<file path="src/rtl/regwrite_scheduler.sv">
// Register-file write-port scheduler for the multicycle MIPS datapath.
// Round-robin arbitration picks one writeback requester per cycle; the
// chosen mux select, destination index and write strobe appear one cycle
// after the grant. Writes to $zero and illegal select codes still complete
// the handshake but never strobe the register file.
module regwrite_scheduler #(
    parameter int NUM_REQ = 4,
    parameter int SEL_W   = 4,
    parameter int SEL_MAX = 10
) (
    input  logic                     clk,
    input  logic                     reset,
    input  logic                     stall,
    input  logic [NUM_REQ-1:0]       req_valid,
    input  logic [5*NUM_REQ-1:0]     req_dest,
    input  logic [SEL_W*NUM_REQ-1:0] req_sel,
    output logic [NUM_REQ-1:0]       req_grant,
    output logic [SEL_W-1:0]         mem_to_reg,
    output logic [4:0]               write_reg,
    output logic                     reg_write,
    output logic                     sel_err,
    output logic [15:0]              write_count
);

    localparam int PTR_W = (NUM_REQ > 1) ? $clog2(NUM_REQ) : 1;
    localparam logic [PTR_W-1:0] PTR_LAST  = PTR_W'(NUM_REQ - 1);
    localparam logic [SEL_W-1:0] SEL_LIMIT = SEL_W'(SEL_MAX);

    // FSM encoding: WRITE means the registered outputs hold a fresh grant.
    localparam logic [0:0] IDLE  = 1'b0;
    localparam logic [0:0] WRITE = 1'b1;

    logic [0:0]       state;
    logic [PTR_W-1:0] rr_ptr;

    logic             grant_any;
    logic [PTR_W-1:0] grant_idx;
    logic [PTR_W-1:0] cand;

    logic [4:0]       dest_arr [NUM_REQ];
    logic [SEL_W-1:0] sel_arr  [NUM_REQ];
    logic [4:0]       grant_dest;
    logic [SEL_W-1:0] grant_sel;
    logic             sel_bad;
    logic             commit;

    // Registered qualifiers of the last grant, gated by the WRITE state.
    logic             commit_q;
    logic             sel_bad_q;

    // Split the flat request buses into per-requester fields.
    for (genvar i = 0; i < NUM_REQ; i++) begin : g_unpack
        assign dest_arr[i] = req_dest[5*i +: 5];
        assign sel_arr[i]  = req_sel[SEL_W*i +: SEL_W];
    end

    // Round-robin search from rr_ptr upward; blocked by reset or stall.
    // The grant is built from req_valid only, so req_dest/req_sel never
    // reach req_grant combinationally.
    always_comb begin
        // NOTE: every variable written here gets a default first, so no
        // path through the block leaves one unassigned and no latch appears.
        grant_any = 1'b0;
        grant_idx = '0;
        cand      = '0;
        req_grant = '0;
        if (!reset && !stall) begin
            for (int k = 0; k < NUM_REQ; k++) begin
                cand = PTR_W'((int'(rr_ptr) + k) % NUM_REQ);
                if (!grant_any && req_valid[cand]) begin
                    grant_any = 1'b1;
                    grant_idx = cand;
                end
            end
        end
        if (grant_any) begin
            req_grant[grant_idx] = 1'b1;
        end
    end

    assign grant_dest = dest_arr[grant_idx];
    assign grant_sel  = sel_arr[grant_idx];
    assign sel_bad    = (grant_sel > SEL_LIMIT);
    assign commit     = (grant_dest != 5'd0) && !sel_bad;

    // Register the granted write, advance the pointer and count commits.
    always_ff @(posedge clk) begin
        // NOTE: state uses non-blocking assignments so every register here
        // samples the pre-edge values, independent of statement order.
        if (reset) begin
            state       <= IDLE;
            rr_ptr      <= '0;
            mem_to_reg  <= '0;
            write_reg   <= '0;
            commit_q    <= 1'b0;
            sel_bad_q   <= 1'b0;
            write_count <= '0;
        end else if (grant_any) begin
            state      <= WRITE;
            rr_ptr     <= (grant_idx == PTR_LAST) ? '0 : grant_idx + PTR_W'(1);
            mem_to_reg <= grant_sel;
            write_reg  <= grant_dest;
            commit_q   <= commit;
            sel_bad_q  <= sel_bad;
            if (commit) begin
                write_count <= write_count + 16'd1;
            end
        end else begin
            state <= IDLE;
        end
    end

    // Strobes are valid only in the cycle right after a grant.
    assign reg_write = (state == WRITE) && commit_q;
    assign sel_err   = (state == WRITE) && sel_bad_q;

endmodule

</file>
<file path="config.mk">
export PLATFORM = sky130hd
export DESIGN_NAME = regwrite_scheduler
export DESIGN_NICKNAME = d
export VERILOG_FILES = /design/src/rtl/regwrite_scheduler.sv
export SDC_FILE = /design/constraint.sdc
export NUM_CORES = 1
export LEC_CHECK = 0
export ABC_CLOCK_PERIOD_IN_PS = 4710
export CAP_MARGIN = 10
export CELL_PAD_IN_SITES_DETAIL_PLACEMENT = 1
export CELL_PAD_IN_SITES_GLOBAL_PLACEMENT = 1
export CORE_MARGIN = 5
export CORE_UTILIZATION = 32
export DETAILED_ROUTE_END_ITERATION = 8
export GPL_TIMING_DRIVEN = 0
export PLACE_DENSITY_LB_ADDON = 0.1
export RECOVER_POWER = 25
export SETUP_SLACK_MARGIN = 0.1
export SYNTH_ARGS = -nofsm -noshare
export SYNTH_HDL_FRONTEND = slang
export SYNTH_SLANG_ARGS = --single-unit
</file>
<file path="constraint.sdc">
create_clock -name clk -period 4.71 [get_ports clk]
set_clock_uncertainty 0.05 [all_clocks]
set_input_delay 1.413 -clock clk [delete_from_list [all_inputs] [get_ports clk]]
set_output_delay 1.413 -clock clk [all_outputs]
set_load 0.01 [all_outputs]
</file>
==> run_results.csv <==
group,metric,value,unit
sta,relSlewSlack,0.598,
routing,final_antenna_net_count,0,
min_path,hold_class,"reg2reg",
synth,ys_warn_count,0,
critical_path,cp_max_fo,6,
critical_path,crit_path_start_kind,"input port",
pwr,p_per_area,242,nW/um2
sta,fin_crit,4.67,ns
pwr,power.leakage,0.00113,uW
cells_and_area,largest_reg_flops,16,
die,die_y,88.6,um
synth,synth_edf_count,0,
synth,yosys.area.top_type,"dfxtp_1",
synth,synthMostInstantiatedCell,"dfxtp_1",
synth,synth_xor_area_frac,0,
synth,synth.yosys.seq_area_share,0.304,
critical_path,critPathCaptureType,"output port",
cells_and_area,instances_no_fill,399,
critical_path,critPathKind,"in2out",
critical_path,worst-endpoint-required,3.25,ns
die,die_area,7850,um2
cells_and_area,fillers,719,
die,core-area,5960,um2
synth,synthMuxAreaShare,0.0424,
pwr,ir_worst_vdd,0.000175,V
grt,grt_max_degree,11,
cells_and_area,diodes,0,
cells_and_area,multiInputGateArea,1300,um2
clock_network,clk_pin_slew,0.07,ns
grt,grt_remaining_overflow,0,
sta,timing.hold.ws,0.418,ns
routing,num_vias,2194,
synth,synth_top_area_frac,0.304,
placed_design,gp_congestion,0.792,
synth,syn_nets,287,
critical_path,cp_slowest_stage_delay,0.53,ns
synth,synth-simple-area-share,0.299,
clock_network,htreeDepth,2,
sta,timing.fmax,0.214,GHz
sta,setup-violations-final,0,
routing,dr.first_iter.drc_count,47,
critical_path,slowest_stage,"clkdlybuf4s50_1",
clock_network,cts_tree,"done",
routing,vias_per_cell,5.50,
placed_design,placement.io_buffers,72,
cells_and_area,layout.nets,371,
placed_design,dp_hpwl,5430,um
critical_path,cp_top_family,"buffers and inverters",
clock_network,clock-sinks,30,
sta,fin_tns_setup,0,ns
die,ios,74,
run_status,status,"completed",
sta,report.final.hold_viol_count,0,
grt,grt_pass1_wl,11300,um
placed_design,dp_cells,386,
synth,synthTopCellsByArea,"dfxtp_1 30%, nand2_1 5.1%, a21oi_1 4.6%",
routing,totalWireLength,7040,um
clock_network,clock-root-buffer,"clkbuf_8",
cells_and_area,area_growth,50.4,%
critical_path,crit_buf_inv,2,
sta,period_share,0.991,
clock_network,ctsHoldBuffers,0,
synth,syn_avg_cell_area,8.27,um2
grt,grt_use_total,0.184,
cells_and_area,drive_gt1_frac,0.148,
critical_path,worstPathCellList,"clkdlybuf4s15_2 > nor2b_1 > o21ba_2 > nor3_4 > ha_1 > and2_1 > clkdlybuf4s50_1",
synth,syn_area,1980,um2
clock_network,clock_path_buffers,2,
routing,drt_first_pass_iters,4,
clock_network,clk_latency,0.28,ns
die,die_w,88.6,um
critical_path,critPathArrivalTime,3.21,ns
sta,worst_pin_slew,0.600,ns
sta,rsz0062_at_grt,"yes",
run,cap_violations,0,
die,rows,28,
synth,synth-adder-area-share,0.0316,
cells_and_area,register_area,601,um2
grt,grt_pass1_vias,2293,
synth,synth-seq-cells,30,
synth,synthCells,239,
routing,wl_per_cell,17.7,um
clock_network,numCtsBuffers,5,
synth,synth_top_family_by_area,"simple AND/OR/NAND/NOR gates",
sta,slew_violations,0,
routing,drc,0,
die,initial_utilization,0.332,
synth,synth_compound_area_frac,0.270,
synth,dominantRegCellSynth,"dfxtp_1",
pwr,power,718,uW
synth,ys_async_sr_fraction,0,
synth,synth_commonest_cells,"30 x dfxtp_1, 27 x nand2_1, 18 x a21oi_1, 18 x nand3_1, 12 x o31ai_1",
synth,synth.distinct_cells,59,
grt,antenna_found_initial,0,
-- where the power goes --
group          total, uW  internal (uW)  switching (uW)
logic                184           90.6            93.2
clock network        257            156             102
registers            277            267            9.74
total                718            514             205
-- metrics by stage --
step	area [um2]	utilization	setup slack (ns)
floorplan	1980	-	0.609
global placement	2790	0.469	-0.597
detailed placement	2790	0.469	-0.623
CTS	2970	0.499	0.0290
global route	2970	0.499	-0.0491
finish	2970	0.499	0.0405
-- worst register-to-register path: cells and delay by family, from the launching register on --
family                 cells  cell delay (ns)
AND/OR/NAND/NOR            3             0.34
AO/OA/AOI/OAI              5             1.30
flip-flops                 1             0.30
buffers and inverters      5             1.15
-- layout make-up --
type / instances / share of cell area
sequential: 30 / 0.202
inverter: 6 / 0.00926
multi-input combinational: 190 / 0.437
timing repair buffer: 77 / 0.257
buffer: 13 / 0.0269
clock buffer: 5 / 0.0231
clock inverter: 3 / 0.0135
tap: 75 / 0.0316
-- placed cells by master (no fill, tap or decap), types with 5 or more instances in the layout --
cell type | netlist | routed
nand3_1 | 18 | 18
a21oi_1 | 18 | 18
nor2_1 | 6 | 6
o31ai_1 | 12 | 12
or4_1 | 8 | 8
clkbuf_8 | 0 | 5
clkdlybuf4s50_1 | 0 | 50
and2_1 | 8 | 8
buf_4 | 3 | 7
nor3_1 | 9 | 9
nand2_1 | 27 | 27
dlygate4sd3_1 | 0 | 14
ha_1 | 5 | 5
dfxtp_1 | 30 | 30
o21ai_0 | 9 | 9
-- logic make-up after synthesis --
kind of cell	count (synthesis)
flip-flops	30
AND/OR/NAND/NOR	104
adder cells (fa/ha/maj)	5
multiplexers	7
AO/OA/AOI/OAI	74
buffers and inverters	19
-- path summary, 6_finish.rpt --
check	cells past startpoint	start	slack, ns	to
hold reg to reg	2	write_reg[4]	0.42	write_reg[4]
setup reg to reg	13	rr_ptr[1]	1.50	write_count[14]
setup / recovery	7	req_valid[0]	0.04	req_grant[3]
hold / removal	2	write_reg[4]	0.42	write_reg[4]
-- metal layers --
| layer | GRT usage | up-vias | part of all wire |
|---|---|---|---|
| li1 | - | 1084 | - |
| met1 | 0.230 | 1048 | 0.44 |
| met2 | 0.324 | 58 | 0.49 |
| met3 | 0.0317 | 4 | 0.052 |
| met4 | 0.0522 | 0 | 0.011 |
| met5 | 0 | - | 0 |
-- repair_timing --
item                                    4_1_cts  5_1_grt
resized for setup                            22        1
buffers inserted                              5        0
endpoints found under the setup margin        6        2
pin swaps                                     2        0
hold endpoints to repair                      0        0
Power figures use the tool's default switching activity.
